$ cat src/rtl/cluster_periph_demux_pkg.sv
// Shared cluster peripheral constants: plug IDs, plug count, error read data
// and the demux occupancy states.
package cluster_periph_demux_pkg;

  localparam int unsigned NB_SPERIPH_PLUGS_EU = 2;

  localparam int unsigned SPER_EOC_ID         = 0;
  localparam int unsigned SPER_TIMER_ID       = 1;
  localparam int unsigned SPER_EVENT_U_ID     = 2;
  localparam int unsigned SPER_HWPE_ID        = 3;
  localparam int unsigned SPER_ICACHE_CTRL_ID = 4;
  localparam int unsigned SPER_DMA_ID         = 5;
  localparam int unsigned SPER_EXT_ID         = 6;
  localparam int unsigned SPER_DECOMP_ID      = 7;
  localparam int unsigned SPER_NB             = 8;

  localparam logic [31:0] SPER_ERR_RDATA = 32'hBADACCE5;

  typedef enum logic [1:0] {
    ST_IDLE,
    ST_BUSY,
    ST_FULL
  } demux_state_e;

endpackage

$ cat src/rtl/cluster_periph_demux_tracker.sv
// Outstanding-transaction tracker: owner ID, in-flight count, stall decision
// and the one-cycle error-slave response register.
module cluster_periph_demux_tracker
  import cluster_periph_demux_pkg::*;
#(
  parameter int unsigned NB_SPERIPH      = SPER_NB,
  parameter int unsigned MAX_OUTSTANDING = 4,
  parameter int unsigned ID_WIDTH        = $clog2(SPER_NB + 1)
) (
  input  logic                clk,
  input  logic                rst,
  input  logic                req,
  input  logic [ID_WIDTH-1:0] tgt,
  input  logic                hs,
  input  logic                rsp,
  output logic                stall_c,
  output logic [ID_WIDTH-1:0] cur_id,
  output logic                err_pend
);

  localparam int unsigned         CNT_WIDTH = $clog2(MAX_OUTSTANDING + 1);
  localparam logic [CNT_WIDTH-1:0] CNT_MAX  = CNT_WIDTH'(MAX_OUTSTANDING);
  localparam logic [ID_WIDTH-1:0]  ERR_ID   = ID_WIDTH'(NB_SPERIPH);

  logic [CNT_WIDTH-1:0] cnt, cnt_d;
  logic [ID_WIDTH-1:0]  cur_id_d;
  logic                 err_pend_d;
  demux_state_e         state;

  always_ff @(posedge clk or posedge rst) begin
    if (rst) begin
      cnt      <= '0;
      cur_id   <= '0;
      err_pend <= 1'b0;
    end else begin
      cnt      <= cnt_d;
      cur_id   <= cur_id_d;
      err_pend <= err_pend_d;
    end
  end

  // Occupancy state is a view of cnt; stall uses registered state only.
  always_comb begin
    state      = ST_IDLE;
    stall_c    = 1'b0;
    cnt_d      = cnt;
    cur_id_d   = cur_id;
    err_pend_d = 1'b0;

    if (cnt == CNT_MAX) begin
      state = ST_FULL;
    end else if (cnt != '0) begin
      state = ST_BUSY;
    end

    unique case (state)
      ST_FULL: stall_c = req;
      ST_BUSY: stall_c = req && (tgt != cur_id);
      default: stall_c = 1'b0;
    endcase

    if (hs) begin
      cur_id_d   = tgt;
      err_pend_d = (tgt == ERR_ID);
    end

    // A stray response with nothing in flight must not wrap the counter.
    if (hs && !rsp) begin
      cnt_d = cnt + CNT_WIDTH'(1);
    end else if (!hs && rsp && (cnt != '0)) begin
      cnt_d = cnt - CNT_WIDTH'(1);
    end
  end

endmodule

$ cat src/rtl/cluster_periph_demux.sv
// Routes the cluster peripheral master port to NB_SPERIPH slave plugs,
// keeps responses in order and answers unmapped IDs with an error.
module cluster_periph_demux
  import cluster_periph_demux_pkg::*;
#(
  parameter int unsigned           NB_SPERIPH      = SPER_NB,
  parameter int unsigned           ADDR_WIDTH      = 32,
  parameter int unsigned           DATA_WIDTH      = 32,
  parameter int unsigned           SEL_LSB         = 10,
  parameter int unsigned           SEL_WIDTH       = 4,
  parameter int unsigned           MAX_OUTSTANDING = 4,
  parameter logic [DATA_WIDTH-1:0] ERR_RDATA       = DATA_WIDTH'(SPER_ERR_RDATA)
) (
  input  logic                    clk_i,
  input  logic                    rst_i,

  input  logic                    m_req_i,
  output logic                    m_gnt_o,
  input  logic [ADDR_WIDTH-1:0]   m_add_i,
  input  logic                    m_wen_i,
  input  logic [DATA_WIDTH/8-1:0] m_be_i,
  input  logic [DATA_WIDTH-1:0]   m_wdata_i,
  output logic                    m_r_valid_o,
  output logic [DATA_WIDTH-1:0]   m_r_rdata_o,
  output logic                    m_r_opc_o,

  output logic [NB_SPERIPH-1:0]   s_req_o,
  input  logic [NB_SPERIPH-1:0]   s_gnt_i,
  output logic [ADDR_WIDTH-1:0]   s_add_o   [NB_SPERIPH],
  output logic [NB_SPERIPH-1:0]   s_wen_o,
  output logic [DATA_WIDTH/8-1:0] s_be_o    [NB_SPERIPH],
  output logic [DATA_WIDTH-1:0]   s_wdata_o [NB_SPERIPH],
  input  logic [NB_SPERIPH-1:0]   s_r_valid_i,
  input  logic [DATA_WIDTH-1:0]   s_r_rdata_i [NB_SPERIPH],
  input  logic [NB_SPERIPH-1:0]   s_r_opc_i
);

  localparam int unsigned         ID_WIDTH  = $clog2(NB_SPERIPH + 1);
  localparam int unsigned         IDX_WIDTH = (NB_SPERIPH > 1) ? $clog2(NB_SPERIPH) : 1;
  localparam logic [ID_WIDTH-1:0] ERR_ID    = ID_WIDTH'(NB_SPERIPH);

  logic [SEL_WIDTH-1:0] sel;
  logic [IDX_WIDTH-1:0] sel_idx;
  logic [IDX_WIDTH-1:0] cur_idx;
  logic                 mapped;
  logic [ID_WIDTH-1:0]  tgt;
  logic [ID_WIDTH-1:0]  cur_id;
  logic                 stall;
  logic                 hs;
  logic                 err_pend;

  assign sel     = m_add_i[SEL_LSB +: SEL_WIDTH];
  assign mapped  = (32'(sel) < NB_SPERIPH);
  assign sel_idx = IDX_WIDTH'(sel);
  assign tgt     = mapped ? ID_WIDTH'(sel) : ERR_ID;
  assign cur_idx = IDX_WIDTH'(cur_id);
  assign hs      = m_req_i & m_gnt_o;

  for (genvar i = 0; i < int'(NB_SPERIPH); i++) begin : g_bcast
    assign s_add_o[i]   = m_add_i;
    assign s_wen_o[i]   = m_wen_i;
    assign s_be_o[i]    = m_be_i;
    assign s_wdata_o[i] = m_wdata_i;
  end

  // Request path: the internal error slave always grants.
  always_comb begin
    s_req_o = '0;
    m_gnt_o = 1'b0;
    if (!stall) begin
      if (mapped) begin
        s_req_o[sel_idx] = m_req_i;
        m_gnt_o          = s_gnt_i[sel_idx];
      end else begin
        m_gnt_o = 1'b1;
      end
    end
  end

  // Response path: only the owning target may answer.
  always_comb begin
    m_r_valid_o = 1'b0;
    m_r_rdata_o = '0;
    m_r_opc_o   = 1'b0;
    if (!rst_i) begin
      if (cur_id == ERR_ID) begin
        if (err_pend) begin
          m_r_valid_o = 1'b1;
          m_r_rdata_o = ERR_RDATA;
          m_r_opc_o   = 1'b1;
        end
      end else if (s_r_valid_i[cur_idx]) begin
        m_r_valid_o = 1'b1;
        m_r_rdata_o = s_r_rdata_i[cur_idx];
        m_r_opc_o   = s_r_opc_i[cur_idx];
      end
    end
  end

  cluster_periph_demux_tracker #(
    .NB_SPERIPH      (NB_SPERIPH),
    .MAX_OUTSTANDING (MAX_OUTSTANDING),
    .ID_WIDTH        (ID_WIDTH)
  ) u_tracker (
    .clk      (clk_i),
    .rst      (rst_i),
    .req      (m_req_i),
    .tgt      (tgt),
    .hs       (hs),
    .rsp      (m_r_valid_o),
    .stall_c  (stall),
    .cur_id   (cur_id),
    .err_pend (err_pend)
  );

endmodule

$ cat config.mk
export PLATFORM = sky130hd
export DESIGN_NAME = cluster_periph_demux
export DESIGN_NICKNAME = d
export VERILOG_FILES = /design/src/rtl/cluster_periph_demux_pkg.sv /design/src/rtl/cluster_periph_demux_tracker.sv /design/src/rtl/cluster_periph_demux.sv
export SDC_FILE = /design/constraint.sdc
export NUM_CORES = 1
export LEC_CHECK = 0
export BUFFER_PORTS_ARGS = -buffer_cell sky130_fd_sc_hd__buf_4
export CAP_MARGIN = 20
export CORE_AREA = 2 2 369 371
export CTS_CLUSTER_SIZE = 14
export DETAILED_ROUTE_END_ITERATION = 10
export DIE_AREA = 0 0 371 373
export PLACE_DENSITY = 0.3
export REMOVE_ABC_BUFFERS = 1
export SLEW_MARGIN = 10
export SYNTH_ARGS = -nofsm -noshare
export SYNTH_HDL_FRONTEND = slang
export SYNTH_HIERARCHICAL = 1
export SYNTH_SLANG_ARGS = --single-unit
$ cat constraint.sdc
create_clock -name clk_i -period 3.7 [get_ports clk_i]
set_input_delay 0.37 -clock clk_i [delete_from_list [all_inputs] [get_ports clk_i]]
set_output_delay 0.37 -clock clk_i [all_outputs]
set_load 0.02 [all_outputs]
Yosys cells after proc, flatten, opt, wreduce, memory -nomap -nowiden
Cells that the tools add are included.

word-level totals
  memories kept = 0
  bits in read-only memories = 0
  RAM bits = 0
  bits in latches = 0
  register bits after elaboration = 8

cells by class
  reductions and logical operators = 9
  equal/unequal tests = 6
  $add $sub $neg = 2
  order comparisons = 5
  multiply operators = 0
  div/mod/pow operators = 0
  bitwise gates (word level) = 3
  shift-type cells = 0
  muxes and demuxes = 33

operators with widths
  kind                                                 number
  two-way mux 32 bit                                   6
  binary-select mux 32 bit (select 3 bit)              1
  two-way mux 8 bit                                    2
  two-way mux 1 bit                                    15
  binary-select mux 1 bit (select 3 bit)               3
  bitwise AND 8 bit                                    1
  == test 4 bit, second input constant                 2
  < comparator 3 x 4 -> 1 bit, second input constant   2
  two-way mux 3 bit                                    2
  logical AND 1 bit                                    5
  >= comparator 4 bit, second input constant           1
  < comparator 4 bit, second input constant            1
  two-way mux 4 bit                                    1
  != test 4 bit                                        1
  NOT 3 -> 4 bit                                       1
  adder 3 x 1 -> 3 bit, second input constant          1
  demux 1 bit (select 3 bit)                           1
  == test 3 bit, second input constant                 1
  >= comparator 3 x 1 -> 1 bit, second input constant  1
  nonzero test 3 bit                                   1
  subtractor 3 x 1 -> 3 bit, second input constant     1
  == test 2 x 1 -> 1 bit, second input constant        1
  == test 2 bit, second input constant                 1
  zero test 1 bit                                      2
  other kinds (4)                                      4

Longest topological paths before layout
  depth after elaboration = 12
  depth in mapped cells = 14
  depth with buffers taken out = 12

Cells and area by module
Netlist, hierarchy kept.

by module, submodules not included
  module                        cells each  times used  area each (um^2)
  cluster_periph_demux          744         1           6586.3
  cluster_periph_demux_tracker  44          1           464.2

Worst setup path after synthesis
Ideal clock, no wire load.

  path kind = input to register
  start point = in m_add_i[11]
  end point = reg u_tracker.cnt[2]
  path buffers = 2
  arrival = 2981 ps
  setup slack = 650 ps
  setup time = 69 ps
  stages = 13
  cell sequence = clkbuf_1 -> nor2b_1 -> xor2_1 -> nor4_1 -> a21oi_1 -> nand2b_1 -> nor2_1 -> buf_6 -> nor2b_1 -> inv_1 -> fa_1 -> or4_1 -> nand3_1

between the ends
  cells in the longest elaborated chain, start to end = 11
  elaborated cells on any way between the ends = 16
  those cells by class = order compare (1); eq/ne (1); mux (7); bitwise (1); reduce/logical (6)

RTL lines
  element                              line                                text
  from (decl)                          cluster_periph_demux.sv:19          input logic [ADDR_WIDTH-1:0] m_add_i,
  < comparator 4 bit                   cluster_periph_demux.sv:53          assign mapped = (32'(sel) < NB_SPERIPH);
  two-way mux 4 bit (*)                cluster_periph_demux.sv:55          assign tgt = mapped ? ID_WIDTH'(sel) : ERR_ID;
  via tgt[1]                           cluster_periph_demux.sv:46          logic [ID_WIDTH-1:0] tgt;
  != test 4 bit (*)                    cluster_periph_demux_tracker.sv:58  ST_BUSY: stall_c = req && (tgt != cur_id);
  logical AND 1 bit (*)                cluster_periph_demux_tracker.sv:58
  case mux 1 bit (2 select lines) (*)  cluster_periph_demux_tracker.sv:56  unique case (state)
  via stall                            cluster_periph_demux.sv:48          logic stall;
  two-way mux 1 bit (*)                cluster_periph_demux.sv:70          if (!stall) begin
  bitwise AND 1 bit (*)                cluster_periph_demux.sv:57          assign hs = m_req_i & m_gnt_o;
  via hs                               cluster_periph_demux.sv:49          logic hs;
  zero test 1 bit                      cluster_periph_demux_tracker.sv:70  end else if (!hs && rsp && (cnt != '0)) begin
  logical AND 1 bit (2 in a row)       cluster_periph_demux_tracker.sv:70
  nonzero test 2 bit (no line)         -
  to (signal assigned)                 cluster_periph_demux_tracker.sv:36  cnt <= cnt_d;
  to (decl)                            cluster_periph_demux_tracker.sv:25  logic [CNT_WIDTH-1:0] cnt, cnt_d;

Mark *: on every way through the listed nets, which the timed path passes. The rest lies on a longest branch. The select of a mux whose other input is x is not followed.
A chain may end at the register's enable or synchronous reset.

Worst setup path after layout
  start point = reg u_tracker.cur_id[0]
  end point = out m_r_rdata_o[5]

between the ends
  cells in the longest elaborated chain, start to end = 7
  elaborated cells on any way between the ends = 10
  those cells by class = eq/ne (1); mux (8); bitwise (1)

RTL lines
  element                                                line                                text
  from (decl)                                            cluster_periph_demux_tracker.sv:17  output logic [ID_WIDTH-1:0] cur_id,
  from (signal assigned)                                 cluster_periph_demux_tracker.sv:37  cur_id <= cur_id_d;
  NOT 3 -> 4 bit (not written as such)                   cluster_periph_demux.sv:94          m_r_rdata_o = s_r_rdata_i[cur_idx];
  binary-select mux 32 bit (select 3 bit)                cluster_periph_demux.sv:94
  two-way mux 32 bit (not written as such) (2 in a row)  cluster_periph_demux.sv:94
  two-way mux 32 bit                                     cluster_periph_demux.sv:92          end else if (s_r_valid_i[cur_idx]) begin
  two-way mux 32 bit (*)                                 cluster_periph_demux.sv:86          if (cur_id == ERR_ID) begin
  two-way mux 32 bit (*)                                 cluster_periph_demux.sv:85          if (!rst_i) begin
  to (decl)                                              cluster_periph_demux.sv:24          output logic [DATA_WIDTH-1:0] m_r_rdata_o,

Mark *: on every way between the ends. The rest lies on a longest branch, timed or not. The select of a mux whose other input is x is not followed.

==> qor.yml <==
ctsResizeCount: 0
path_clk_slew_ns: 0.04
antenna_found_initial: 5
placed_cell_area_sq_mm: 0.00780
power.density_mw_per_mm2: 314
clock_skew_ns: 0.00103
cts-root-buf: "clkbuf_16"
maxCapViolations: 0
holdWs_ns: 0.116
synth_seq_area_share_pct: 2.84
vdd_drop_max_mv: 0.157
die_x_microns: 371
vias_per_cell: 2.10
nFillCells: 15800
finalHoldViolations: 0
cts_buffers: 3
leakage_uw: 0.00267
cts_sinks: 8
drt_iter0_markers: 182
status: "complete, no violations"
portBuffers: 361
grt_overflow: 0
layout.nets: 938
clock_path_buffers: 2
coreArea_sq_mm: 0.135
postCtsSetupBuffers: 0
die_h_microns: 373
tns_ns: 0
rows: 135
reg2reg_to: "u_tracker/cnt[2]"
final_cell_area_sq_mm: 0.00788
h-tree-depth: 1
syn_area_sq_mm: 0.00705
criticalPathCategory: "flop to output pin"
hold_buffers: 0
worst_pin_slew_ns: 0.742
syn_to_final_growth_pct: 11.8
hold_class: "primary input to asynchronous set/reset pin"
synthDistinctLibCells: 39
r2r_cells: 9
ys_ff_latch: 8
grt_pass1_wl_mm: 75.7
gp_congestion: 0.759
ant_nets: 0
dpl.hpwl_mm: 52.5
r2r_slack_ns: 0.71
post_drt_wl_per_cell_microns: 26.9
async_flop_share_pct: 100
period_needed_ns: 3.03
timing.fmax_mhz: 330
dieArea_sq_mm: 0.138
ys.flop_type: "dfrtp_1"
end_kind: "output pin"
ys_warn_count: 6
num_vias: 4976
synth_cells: 788
slew_violations: 0
cp.arrival_ns: 2.66
synth_area_per_cell_sq_um: 8.95
grt.total_usage_pct: 8.64
final_layout_size_suffix_gt1_share_pct: 80.5
clk_latency_ns: 0.23
ios: 947
grt_max_degree: 54
synth_edf_count: 0
first_global_vias: 5408
finalCritPeriodShare_pct: 82.0
cts_tree: "built"
postRouteWirelength_mm: 63.7
slew_headroom_pct: 50.5
setup_violations: 0
crit_required_ns: 3.33
r2r-start: "u_tracker/cur_id[1]"
start_util_pct: 5.24
dr.pass1.iters: 4
drcViolationCount: 0
cp_max_fo: 20
rsz0062_at_grt: "false"
startpoint_type: "flop"
-- kinds of logic after synthesis --
logic type / synth area share [%]
AOI/OAI and AO/OA: 3.60
xor gates and xnor gates: 0.497
adders and majority gates: 0.284
buffers and inverters: 61.3
DFF: 2.84
muxes: 27.7
and+or+nand+nor: 3.83
-- per-stage QoR --
step | util (%) | setup WS, ns | total power, uW | cells
finish | 5.86 | 0.665 | 2470 | 2367
global route | 5.85 | 0.365 | 2680 | 2365
CTS | 5.85 | 0.391 | 2560 | 2365
detailed placement | 5.79 | 0.549 | 2370 | 2361
global placement | 5.79 | 0.565 | 2370 | 2361
floorplan | - | -2.67 | 1410 | 209
-- flip-flops by register name (all words and copies together), names as in the netlist --
register,count
u_tracker/cur_id,4
u_tracker/err_pend,1
u_tracker/cnt,3
-- power by group --
group | switching (uW) | total (uW) | internal (uW)
clock | 42.4 | 186 | 144
combinational | 1040 | 2060 | 1020
sequential | 97.6 | 222 | 125
-- layout by cell type, fill, tap and decap left out, drive strengths merged --
cell	synthesis	layout
or3	2	2
nand2	3	3
inv	4	4
nor4	1	1
or2	1	1
a211oi	1	1
a21oi	21	21
o31ai	1	1
mux2	5	5
nand3	1	1
o211ai	1	1
nor3	2	2
nor3b	2	2
clkbuf	8	4
or4	1	1
nor2b	7	7
fa	1	1
xor2	3	3
xnor2	1	1
dfrtp	8	8
o32a	1	1
nand2b	5	5
mux2i	34	34
a311o	1	1
mux4	69	69
a22oi	2	2
nor2	26	26
o21ai	3	3
diode	0	2
buf	571	371
nor4b	1	1
and4b	1	1
-- routing by layer --
layer | global-route usage, % | share of wire, %
met5 | 2.21 | 0.53
met2 | 12.5 | 41
met3 | 8.36 | 22
met1 | 8.60 | 34
met4 | 2.10 | 2.3
-- critical path: stages (launching register included) --
cell	delay (ns)
dfrtp_4	0.55
buf_4	0.48
mux4_2	0.57
mux2i_1	0.34
buf_4	0.21
a21oi_2	0.06
buf_4	0.18
-- cells in the mapped netlist (3+ instances only) --
library cell / instances / share of area, %
mux2i_1: 34 / 4.8
nand2_1: 3 / 0.16
nor2b_1: 7 / 0.62
buf_4: 555 / 59
inv_1: 4 / 0.21
mux4_2: 69 / 22
nand2b_1: 5 / 0.44
xor2_1: 3 / 0.37
nor2_1: 26 / 1.4
clkbuf_1: 8 / 0.43
buf_2: 9 / 0.64
a21oi_2: 19 / 2.4
buf_6: 5 / 0.80
dfrtp_1: 8 / 2.8
mux2_1: 4 / 0.64
-- cell type report --
type	instances	area, sq um	area share (%)
diodes	2	5.00	0.0635
clock buffers	4	78.8	1.00
inverters	4	15.0	0.190
multi-input cells	197	2530	32.1
repair buffers	371	2810	35.7
flip-flops and latches	8	211	2.68
well taps	1781	2230	28.3
-- worst max path at each step --
stage	startpoint	to	slack [ns]	cells after the start
after detailed placement	m_add_i[11]	u_tracker/cnt[2]	0.55	12
after global routing	u_tracker/cur_id[0]	m_r_rdata_o[5]	0.36	6
after global placement	m_add_i[11]	u_tracker/cnt[2]	0.56	12
after floorplan	u_tracker/cur_id[0]	u_tracker/cnt[2]	-2.67	9
final	u_tracker/cur_id[0]	m_r_rdata_o[5]	0.67	6
after CTS	u_tracker/cur_id[0]	m_r_rdata_o[5]	0.39	6
Power figures use the tool's default switching activity.
